===== src/rtl/fft_mux_pkg.sv =====
// fft_mux_pkg: shared types and helpers for the FFT stage selector.
//   lane_word_t / lane_vec_t : maximum-width carriers for one lane sample and
//                              one lane-parallel beat (W <= MAX_W and
//                              LANES*W <= MAX_VEC must hold).
//   lane_slice()             : extract lane 'lane' of width 'w' from a vector.
//   phase_add()              : (a + b) mod 2**flog2.
//   win_hit()                : gather-window hit test, returns hit and slot k.
package fft_mux_pkg;

  localparam int unsigned MAX_W   = 64;
  localparam int unsigned MAX_VEC = 1024;

  typedef logic [MAX_W-1:0]   lane_word_t;
  typedef logic [MAX_VEC-1:0] lane_vec_t;

  // The result carries the lane in its low bits; the caller truncates to W.
  function automatic lane_word_t lane_slice(input lane_vec_t vec,
                                            input int unsigned lane,
                                            input int unsigned w);
    lane_vec_t sh;
    sh = vec >> (lane * w);
    return sh[MAX_W-1:0];
  endfunction

  function automatic int unsigned phase_add(input int unsigned a,
                                            input int unsigned b,
                                            input int unsigned flog2);
    return (a + b) & ((32'd1 << flog2) - 32'd1);
  endfunction

  // k is the distance of 'cur' past the window start, taken modulo the frame
  // length so that windows wrapping through phase 0 need no special case.
  function automatic logic win_hit(input  int unsigned cur,
                                   input  int unsigned cap_start,
                                   input  int unsigned lanes,
                                   input  int unsigned flog2,
                                   output int unsigned k);
    k = (cur + (32'd1 << flog2) - cap_start) & ((32'd1 << flog2) - 32'd1);
    return (k < lanes);
  endfunction

endpackage


===== src/rtl/fft_gather_buf.sv =====
// fft_gather_buf: gathers one lane of data_c per window beat into g[0..LANES-1]
// and tracks which slots are filled.
//   beat_valid : current beat is valid (state only changes on valid beats)
//   sync       : valid beat qualified by frame_sync; clears the mask first
//   cur_phase  : frame phase of the current beat
//   data_c     : gather source vector; lane cap_lane is sampled
//   take       : the top level consumes the vector this beat; clears the mask
//   g_vec      : {g[LANES-1], ..., g[0]}
//   full       : every slot of the current window has been captured
module fft_gather_buf
  import fft_mux_pkg::*;
#(
  parameter int LANES      = 4,
  parameter int W          = 34,
  parameter int FRAME_LOG2 = 4,
  parameter int CAP_START  = 14
) (
  input  logic                       clk,
  input  logic                       rst_n,
  input  logic                       beat_valid,
  input  logic                       sync,
  input  logic [FRAME_LOG2-1:0]      cur_phase,
  input  logic [LANES*W-1:0]         data_c,
  input  logic [$clog2(LANES)-1:0]   cap_lane,
  input  logic                       take,
  output logic [LANES*W-1:0]         g_vec,
  output logic                       full
);

  localparam int KW = $clog2(LANES);

  logic [LANES-1:0] mask;
  logic [LANES-1:0] mask_nx;
  logic [W-1:0]     g [LANES];
  logic             hit;
  int unsigned      k;
  logic [KW-1:0]    kk;
  logic [W-1:0]     sample;

  always_comb begin
    k       = 0;
    hit     = win_hit(32'(cur_phase), CAP_START, LANES, FRAME_LOG2, k);
    kk      = k[KW-1:0];
    sample  = W'(lane_slice(MAX_VEC'(data_c), 32'(cap_lane), W));
    mask_nx = mask;
    if (beat_valid) begin
      // Clearing precedes capture so slot 0 always opens a fresh window and a
      // sync beat inside a window drops the partial vector.
      if (sync || take || (hit && (k == 0))) mask_nx = '0;
      if (hit) mask_nx[kk] = 1'b1;
    end
  end

  always_ff @(posedge clk or negedge rst_n) begin
    if (!rst_n) begin
      mask <= '0;
      for (int i = 0; i < LANES; i++) g[i] <= '0;
    end else begin
      mask <= mask_nx;
      if (beat_valid && hit) g[kk] <= sample;
    end
  end

  for (genvar i = 0; i < LANES; i++) begin : g_pack
    assign g_vec[i*W +: W] = g[i];
  end

  assign full = &mask;

endmodule


===== src/rtl/fft_stage_mux.sv =====
// fft_stage_mux: per-beat A/B lane-vector selector that injects a gathered
// vector of data_c samples on the beat following the gather window.
// Build option: FFT_MUX_PIPE_EN defined -> registered outputs, latency 1;
//               undefined -> combinational outputs, latency 0.
// Ports:
//   clk, rst_n         : clock, asynchronous active-low reset
//   in_valid           : input beat valid
//   frame_sync         : current valid beat is phase 0
//   sel                : 1 -> data_a, 0 -> data_b on non-inject beats
//   data_a/b/c         : lane-parallel paths, lane k at [k*W +: W]
//   cap_lane           : lane of data_c gathered this beat
//   out_valid          : output beat valid
//   data_out           : selected or injected vector
//   inject             : data_out carries the gathered vector
//   phase              : frame phase of the beat on data_out
// Handshake: valid-only. Every in_valid beat is accepted and produces exactly
// one out_valid beat; there is no ready, so downstream must take every beat.
module fft_stage_mux
  import fft_mux_pkg::*;
#(
  parameter int LANES      = 4,
  parameter int W          = 34,
  parameter int FRAME_LOG2 = 4,
  parameter int CAP_START  = 14
) (
  input  logic                     clk,
  input  logic                     rst_n,
  input  logic                     in_valid,
  input  logic                     frame_sync,
  input  logic                     sel,
  input  logic [LANES*W-1:0]       data_a,
  input  logic [LANES*W-1:0]       data_b,
  input  logic [LANES*W-1:0]       data_c,
  input  logic [$clog2(LANES)-1:0] cap_lane,
  output logic                     out_valid,
  output logic [LANES*W-1:0]       data_out,
  output logic                     inject,
  output logic [FRAME_LOG2-1:0]    phase
);

  localparam logic [FRAME_LOG2-1:0] IP =
    FRAME_LOG2'(phase_add(CAP_START, LANES, FRAME_LOG2));

  logic [FRAME_LOG2-1:0] ph;
  logic [FRAME_LOG2-1:0] cur_ph;
  logic                  sync_q;
  logic                  inject_c;
  logic                  full;
  logic [LANES*W-1:0]    g_vec;
  logic [LANES*W-1:0]    sel_data;

  // frame_sync only counts on valid beats.
  assign sync_q   = in_valid & frame_sync;
  assign cur_ph   = sync_q ? '0 : ph;
  assign inject_c = in_valid && (cur_ph == IP) && full;
  assign sel_data = inject_c ? g_vec : (sel ? data_a : data_b);

  always_ff @(posedge clk or negedge rst_n) begin
    if (!rst_n) begin
      ph <= '0;
    end else if (in_valid) begin
      ph <= FRAME_LOG2'(phase_add(32'(cur_ph), 32'd1, FRAME_LOG2));
    end
  end

  fft_gather_buf #(
    .LANES      (LANES),
    .W          (W),
    .FRAME_LOG2 (FRAME_LOG2),
    .CAP_START  (CAP_START)
  ) u_gather (
    .clk        (clk),
    .rst_n      (rst_n),
    .beat_valid (in_valid),
    .sync       (sync_q),
    .cur_phase  (cur_ph),
    .data_c     (data_c),
    .cap_lane   (cap_lane),
    .take       (inject_c),
    .g_vec      (g_vec),
    .full       (full)
  );

`ifdef FFT_MUX_PIPE_EN
  always_ff @(posedge clk or negedge rst_n) begin
    if (!rst_n) begin
      out_valid <= 1'b0;
      inject    <= 1'b0;
      phase     <= '0;
      data_out  <= '0;
    end else begin
      out_valid <= in_valid;
      inject    <= inject_c;
      phase     <= cur_ph;
      data_out  <= sel_data;
    end
  end
`else
  assign out_valid = in_valid;
  assign inject    = inject_c;
  assign phase     = cur_ph;
  assign data_out  = sel_data;
`endif

endmodule


===== config.mk =====
export PLATFORM = sky130hd
export DESIGN_NAME = fft_stage_mux
export DESIGN_NICKNAME = d
export VERILOG_FILES = /design/src/rtl/fft_mux_pkg.sv /design/src/rtl/fft_gather_buf.sv /design/src/rtl/fft_stage_mux.sv
export SDC_FILE = /design/constraint.sdc
export NUM_CORES = 1
export LEC_CHECK = 0
export ABC_AREA = 0
export CAP_MARGIN = 20
export CORE_AREA = 8 8 212 214
export DETAILED_ROUTE_END_ITERATION = 8
export DIE_AREA = 0 0 220 222
export PLACE_DENSITY = 0.51
export SYNTH_ARGS = -nofsm -noshare
export SYNTH_HDL_FRONTEND = slang
export SYNTH_SLANG_ARGS = --single-unit

===== constraint.sdc =====
create_clock -name clk -period 4.5 [get_ports clk]
set_clock_uncertainty 0.2 [all_clocks]
set_input_delay 0.9 -clock clk [delete_from_list [all_inputs] [get_ports clk]]
set_output_delay 0.9 -clock clk [all_outputs]
set_load 0.02 [all_outputs]

==> Word-level counts from Yosys, hierarchy flattened <==
Index checks and enable logic that the tools add are counted.
{ "totals": {"mem_count": 0, "mem_bits_ro": 0, "mem_bits_rw": 0, "latch_bits": 0, "output_inout_bits": 142, "regBits": 144, "input_bits": 415, "elab_cells": 41} }
{ "classes": {"n_reduce_logical": 10, "muxes": 11, "n_lt_le_gt_ge": 5, "mul": 1, "n_bitwise": 3, "n_addsub": 3, "n_eq_ne": 1, "n_shift": 1, "n_div": 0} }
{ "ops": {"columns": ["cell", "n"], "rows": [
  ["$mux W136", 2],
  ["$bwmux W136", 1],
  ["$shr A136 B8 Y34", 1],
  ["$demux W34 S2", 1],
  ["$mux W34", 1],
  ["$logic_not A32 Y1", 1],
  ["$mux W4", 4],
  ["$add A4 B1 Y4 const B", 2],
  ["$mul A2 B5 Y7 const B", 1],
  ["$logic_and A1 B1 Y1", 6],
  ["$eq A4 B2 Y1 const B", 1],
  ["$lt A4 B3 Y1 const B", 1],
  ["$or A4 B4 Y4", 1],
  ["$reduce_and A4 Y1", 1],
  ["$sub A4 B4 Y4 const B", 1],
  ["$ge A3 B3 Y1 const B", 1],
  ["$lt A2 B3 Y1 const B", 1],
  ["$lt A3 B1 Y1 const B", 1],
  ["$not A2 Y3", 1],
  ["$demux W1 S2", 1],
  ["$ge A2 B1 Y1 const B", 1],
  ["$logic_or A1 B1 Y1", 2],
  ["$and A1 B1 Y1", 1],
  ["$mux W1", 1]
]} }

==> Depth between registers and ports, before layout <==
{ "depth": {"ltp_word": 11, "ltp_mapped": 12, "depth_no_buf": 8} }

==> Hierarchy <==
A second synthesis with hierarchy kept.
{ "unflattened": {"hier_cells": 684, "area_unflattened_um2": 10832.9} }
{ "modules_own_cells": {"columns": ["module", "area_each_um2", "cells_each", "seq_area_each_um2", "instances"], "rows": [
  ["fft_gather_buf", 6467.5, 350, 3503.4, 1],
  ["fft_stage_mux", 4365.4, 334, 100.1, 1]
]} }

==> Worst setup path before layout <==
No wires, ideal clock.
{ "synth_path": {"kind": "input port to output port", "start": "input in_valid", "end": "output data_out[100]", "t_arrival_ps": 3043, "setup_slack_ps": 357, "n_path_buf": 4, "cell_stages": 12, "cell_sequence": "clkbuf_1 nand2_1 and2_1 inv_1 ha_1 and4_1 o211a_1 buf_2 buf_2 clkbuf_1 nand2_1 o21ai_0"} }
{ "synth_via": {"elab_chain_cells": 6} }
{ "synth_lines": {"columns": ["element", "line_no", "source"], "rows": [
  ["from (decl)", "fft_stage_mux.sv:28", "input logic in_valid,"],
  ["$and A1 B1 Y1", "fft_stage_mux.sv:53", "assign sync_q = in_valid & frame_sync;"],
  ["$mux W4", "fft_stage_mux.sv:54", "assign cur_ph = sync_q ? '0 : ph;"],
  ["via phase[0]", "fft_stage_mux.sv:38", "output logic [FRAME_LOG2-1:0] phase"],
  ["$eq A4 B2 Y1", "fft_stage_mux.sv:55", "assign inject_c = in_valid && (cur_ph == IP) && full;"],
  ["$logic_and A1 B1 Y1 (2 in series)", "fft_stage_mux.sv:55", null],
  ["$mux W136", "fft_stage_mux.sv:56", "assign sel_data = inject_c ? g_vec : (sel ? data_a : data_b);"],
  ["to (decl)", "fft_stage_mux.sv:36", "output logic [LANES*W-1:0] data_out,"]
]} }
The timed path passes the listed nets, and every way through them passes these cells.

==> Worst setup path after layout <==
{ "layout_path": {"start": "input frame_sync", "end": "output data_out[60]"} }
{ "layout_via": {"elab_chain_cells": 6} }
{ "layout_lines": {"columns": ["element", "line_no", "source"], "rows": [
  ["from (decl)", "fft_stage_mux.sv:29", "input logic frame_sync,"],
  ["$and A1 B1 Y1", "fft_stage_mux.sv:53", null],
  ["$mux W4", "fft_stage_mux.sv:54", null],
  ["$eq A4 B2 Y1", "fft_stage_mux.sv:55", null],
  ["$logic_and A1 B1 Y1 (2 in series)", "fft_stage_mux.sv:55", null],
  ["$mux W136", "fft_stage_mux.sv:56", null]
]} }
No other way between the ends.

==> impl_metrics.json <==
{
  "setup_tns_ns": 0,
  "grtUsageMet3_pct": 4.802,
  "worstReg2RegEnd": "u_gather.g_vec[87]$_DFFE_PN0P_",
  "synth_area_sq_um": 9150,
  "synth_area_leader_cell": "dfrtp_1",
  "synth_simple_gate_area_share_pct": 7.152,
  "maxSlewViolCount": 0,
  "dr.pass1.iters": 4,
  "slew_headroom_pct": 48.73,
  "worstPathMaxFanout": 12,
  "cts-buffers-inserted": 17,
  "synth_compound_area_share_pct": 8.328,
  "pwr-share-comb_pct": 32.6,
  "switching_share_pct": 29.72,
  "num_rows": 75,
  "clk_latency_ns": 0.41,
  "design_power_total_mw": 5.580,
  "crit_top_cell": "nand2_1",
  "io_buffers": 556,
  "drive_above_1_share_pct": 23.34,
  "p_int_mw": 3.922,
  "critPathSlowestCell": "clkdlybuf4s50_1",
  "fin_cells": 1958,
  "synth_xor_area_share_pct": 0.3008,
  "crit_chain": "clkdlybuf4s50_1 -> nand2_1 -> and2_1 -> inv_1 -> ha_1 -> and4_1 -> o211a_4 -> buf_4 -> clkbuf_16 -> nand2_1 -> o21ai_0 -> dlygate4sd2_1",
  "final_nets": 1827,
  "met2_usage_pct": 28.69,
  "ys_warn_count": 0,
  "grt_usage_pct": 16.62,
  "core_area_sq_um": 41480,
  "ant_nets": 0,
  "die_area_sq_um": 48840,
  "num_io_pins": 557,
  "start_util_pct": 22.06,
  "r2r_cells": 9,
  "die_w_microns": 220,
  "fmax_mhz": 230.8,
  "clock-root-buffer": "clkbuf_16",
  "crit_path_start": "frame_sync",
  "synthTopCellsByArea": "dfrtp_1, mux2_2, mux2i_1",
  "cpPeakStageDelay_ns": 0.48,
  "antenna_found_initial": 1,
  "finalSetupViolCount": 0,
  "cts_tree": "built",
  "wl_per_cell_microns": 21.50,
  "postCtsHoldBufs": 0,
  "die_h_microns": 222,
  "htreeDepth": 4,
  "grt_first_pass_wirelength_microns": 62110,
  "clockBufferDepth": 2,
  "p_leak_nw": 6.639,
  "dp_cells": 1924,
  "worstSetupPathType": "input port to output port",
  "overflow": 0,
  "worstHoldPathType": "input port to asynchronous set/reset pin",
  "synth_mux_area_share_pct": 39.98,
  "syn_inst": 838,
  "power_switching_mw": 1.658,
  "regToRegStartpoint": "ph[1]$_DFFE_PN0P_",
  "place_congestion": 0.8250,
  "syn2layout_area_growth_pct": 74.33,
  "ir_drop_uv": 250.6,
  "clock-sinks": 144,
  "grt-busiest-layer": "met2",
  "cp.required_ns": 3.40,
  "path_clk_slew_ns": 0.07,
  "initialDrtViolationCount": 354,
  "crit_arrival_ns": 3.23,
  "routed_wl_microns": 42100,
  "drc": 0,
  "synth_top_family_by_area": "multiplexers",
  "r2r_setup_slack_ns": 2.00,
  "synth.distinct_cells": 30,
  "clkPwrFrac_pct": 25.8,
  "syn-num-nets": 1258,
  "finalInstanceArea_sq_um": 15950,
  "cp-end-kind": "output port",
  "synth_seq_cells": 144,
  "tightest_slew_ns": 0.7690,
  "finalHoldViolations": 0,
  "synth_seq_area_share_pct": 39.38,
  "num_vias": 8820,
  "fin_util_pct": 38.46,
  "power_density_nw_per_um2": 349.8,
  "dp_hpwl_microns": 34440,
  "synthAdderAreaFrac_pct": 0.6837,
  "min_period_ns": 4.332,
  "seqPwrFrac_pct": 41.7,
  "rsz0062_at_grt": "true",
  "critPathLaunchType": "input port",
  "outcome": "completed",
  "max_cap_viol_count": 0,
  "netlist.area_leader.share_pct": 39.38,
  "grt_pass1_vias": 9705,
  "use_met1_pct": 19.71,
  "avgViaCountPerCell": 4.505,
  "syn_avg_cell_area_sq_um": 10.92,
  "grt_max_degree": 76,
  "fin_crit_sh_pct": 96.27,
  "place_area_sq_um": 15620
}
registers in the layout, summed over array words and instances, names as in the netlist:
register / flops
u_gather.g_vec: 136
ph: 4
u_gather.mask: 4
kinds of logic after synthesis:
family | Yosys count
mux | 306
xor+xnor | 1
flops | 144
simple gates | 164
compound gates | 147
buf+inv | 71
fa+ha+maj | 5
metal layers:
layer  wire length [microns]  share of wire [%]  vias to the layer above
met5                       0                  0                        -
met4                     936                2.2                        0
met3                    3091                7.3                       42
met2                   20810                 49                      341
met1                   17270                 41                     4269
li1                        -                  -                     4168
cells in the mapped netlist (all sizes together):
library cell  count
buf              29
a21oi             3
dfrtp           144
nor2              9
xnor2             1
o22ai             1
inv               3
mux2            136
or2b              1
mux4             34
and4              1
mux2i           136
and2              3
or2               1
clkbuf           39
a32o              1
nand2           146
ha                5
o21ai           137
o211a             1
a31o              3
a32oi             1
nor3b             1
nor2b             1
nand2b            1
critical path: cells and delay by family:
| kind | cells | cell delay (ns) |
|---|---|---|
| adders and majority gates | 1 | 0.16 |
| and+or+nand+nor | 4 | 0.61 |
| AOI/OAI and AO/OA | 2 | 0.33 |
| buffers and inverters | 5 | 1.22 |
power groups by stage:
stage	combinational (mW)	sequential, mW	clock (mW)
6_report	1.82	2.33	1.44
5_1_grt	1.96	2.41	1.56
4_1_cts	1.85	2.35	1.49
3_5_place_dp	1.91	2.36	0
3_3_place_gp	1.88	2.36	0
2_1_floorplan	1.10	2.17	0
through the flow:
| step | hold WS [ns] | setup slack (ns) |
|---|---|---|
| final | 0.2743 | 0.1680 |
| after global placement | 0.2748 | -0.2893 |
| after detailed placement | 0.2687 | -0.3047 |
| after global routing | 0.3102 | -0.01172 |
| after floorplan | 0.2394 | 0.3568 |
| after CTS | 0.2835 | 0.003368 |
final cells by class:
cell class | count | area, sq um
Clock buffer | 18 | 429.2
Fill cell | 4284 | 25530
Clock inverter | 12 | 160.2
Tap cell | 539 | 674.4
Multi-Input combinational cell | 623 | 5192
Sequential cell | 144 | 3603
Timing Repair Buffer | 618 | 5878
Antenna cell | 1 | 2.502
Inverter | 3 | 11.26
placed cells by master (no fill, tap or decap), types with 4 or more instances in the layout:
cell and n:
nor2_1 5, nor2_4 4, clkbuf_16 18, nand2_1 146, clkdlybuf4s50_1 415, buf_4 52
clkbuf_2 52, buf_12 11, dlygate4sd2_1 54, dlymetal6s2s_1 6, mux2_2 136, mux2i_1 136
clkinvlp_4 4, o21ai_0 135, dfrtp_1 144, clkdlybuf4s15_1 22, ha_1 5, mux4_2 34
how the worst max path moves through the flow:
stage                                to  slack [ns]  cells after the start
final                      data_out[60]        0.17                     12
after global routing        data_out[5]       -0.01                     11
after CTS                  data_out[81]       0.003                     11
after detailed placement   data_out[16]       -0.30                     12
after global placement     data_out[16]       -0.29                     12
after floorplan           data_out[100]        0.36                     12
repair_timing:
item	4_1_cts	5_1_grt
setup endpoints to repair	131	90
hold endpoints to repair	0	0
setup buffers	0	1
resized for setup	132	187
gates cloned	0	1
Note: power is estimated with default switching activity, not from simulation.
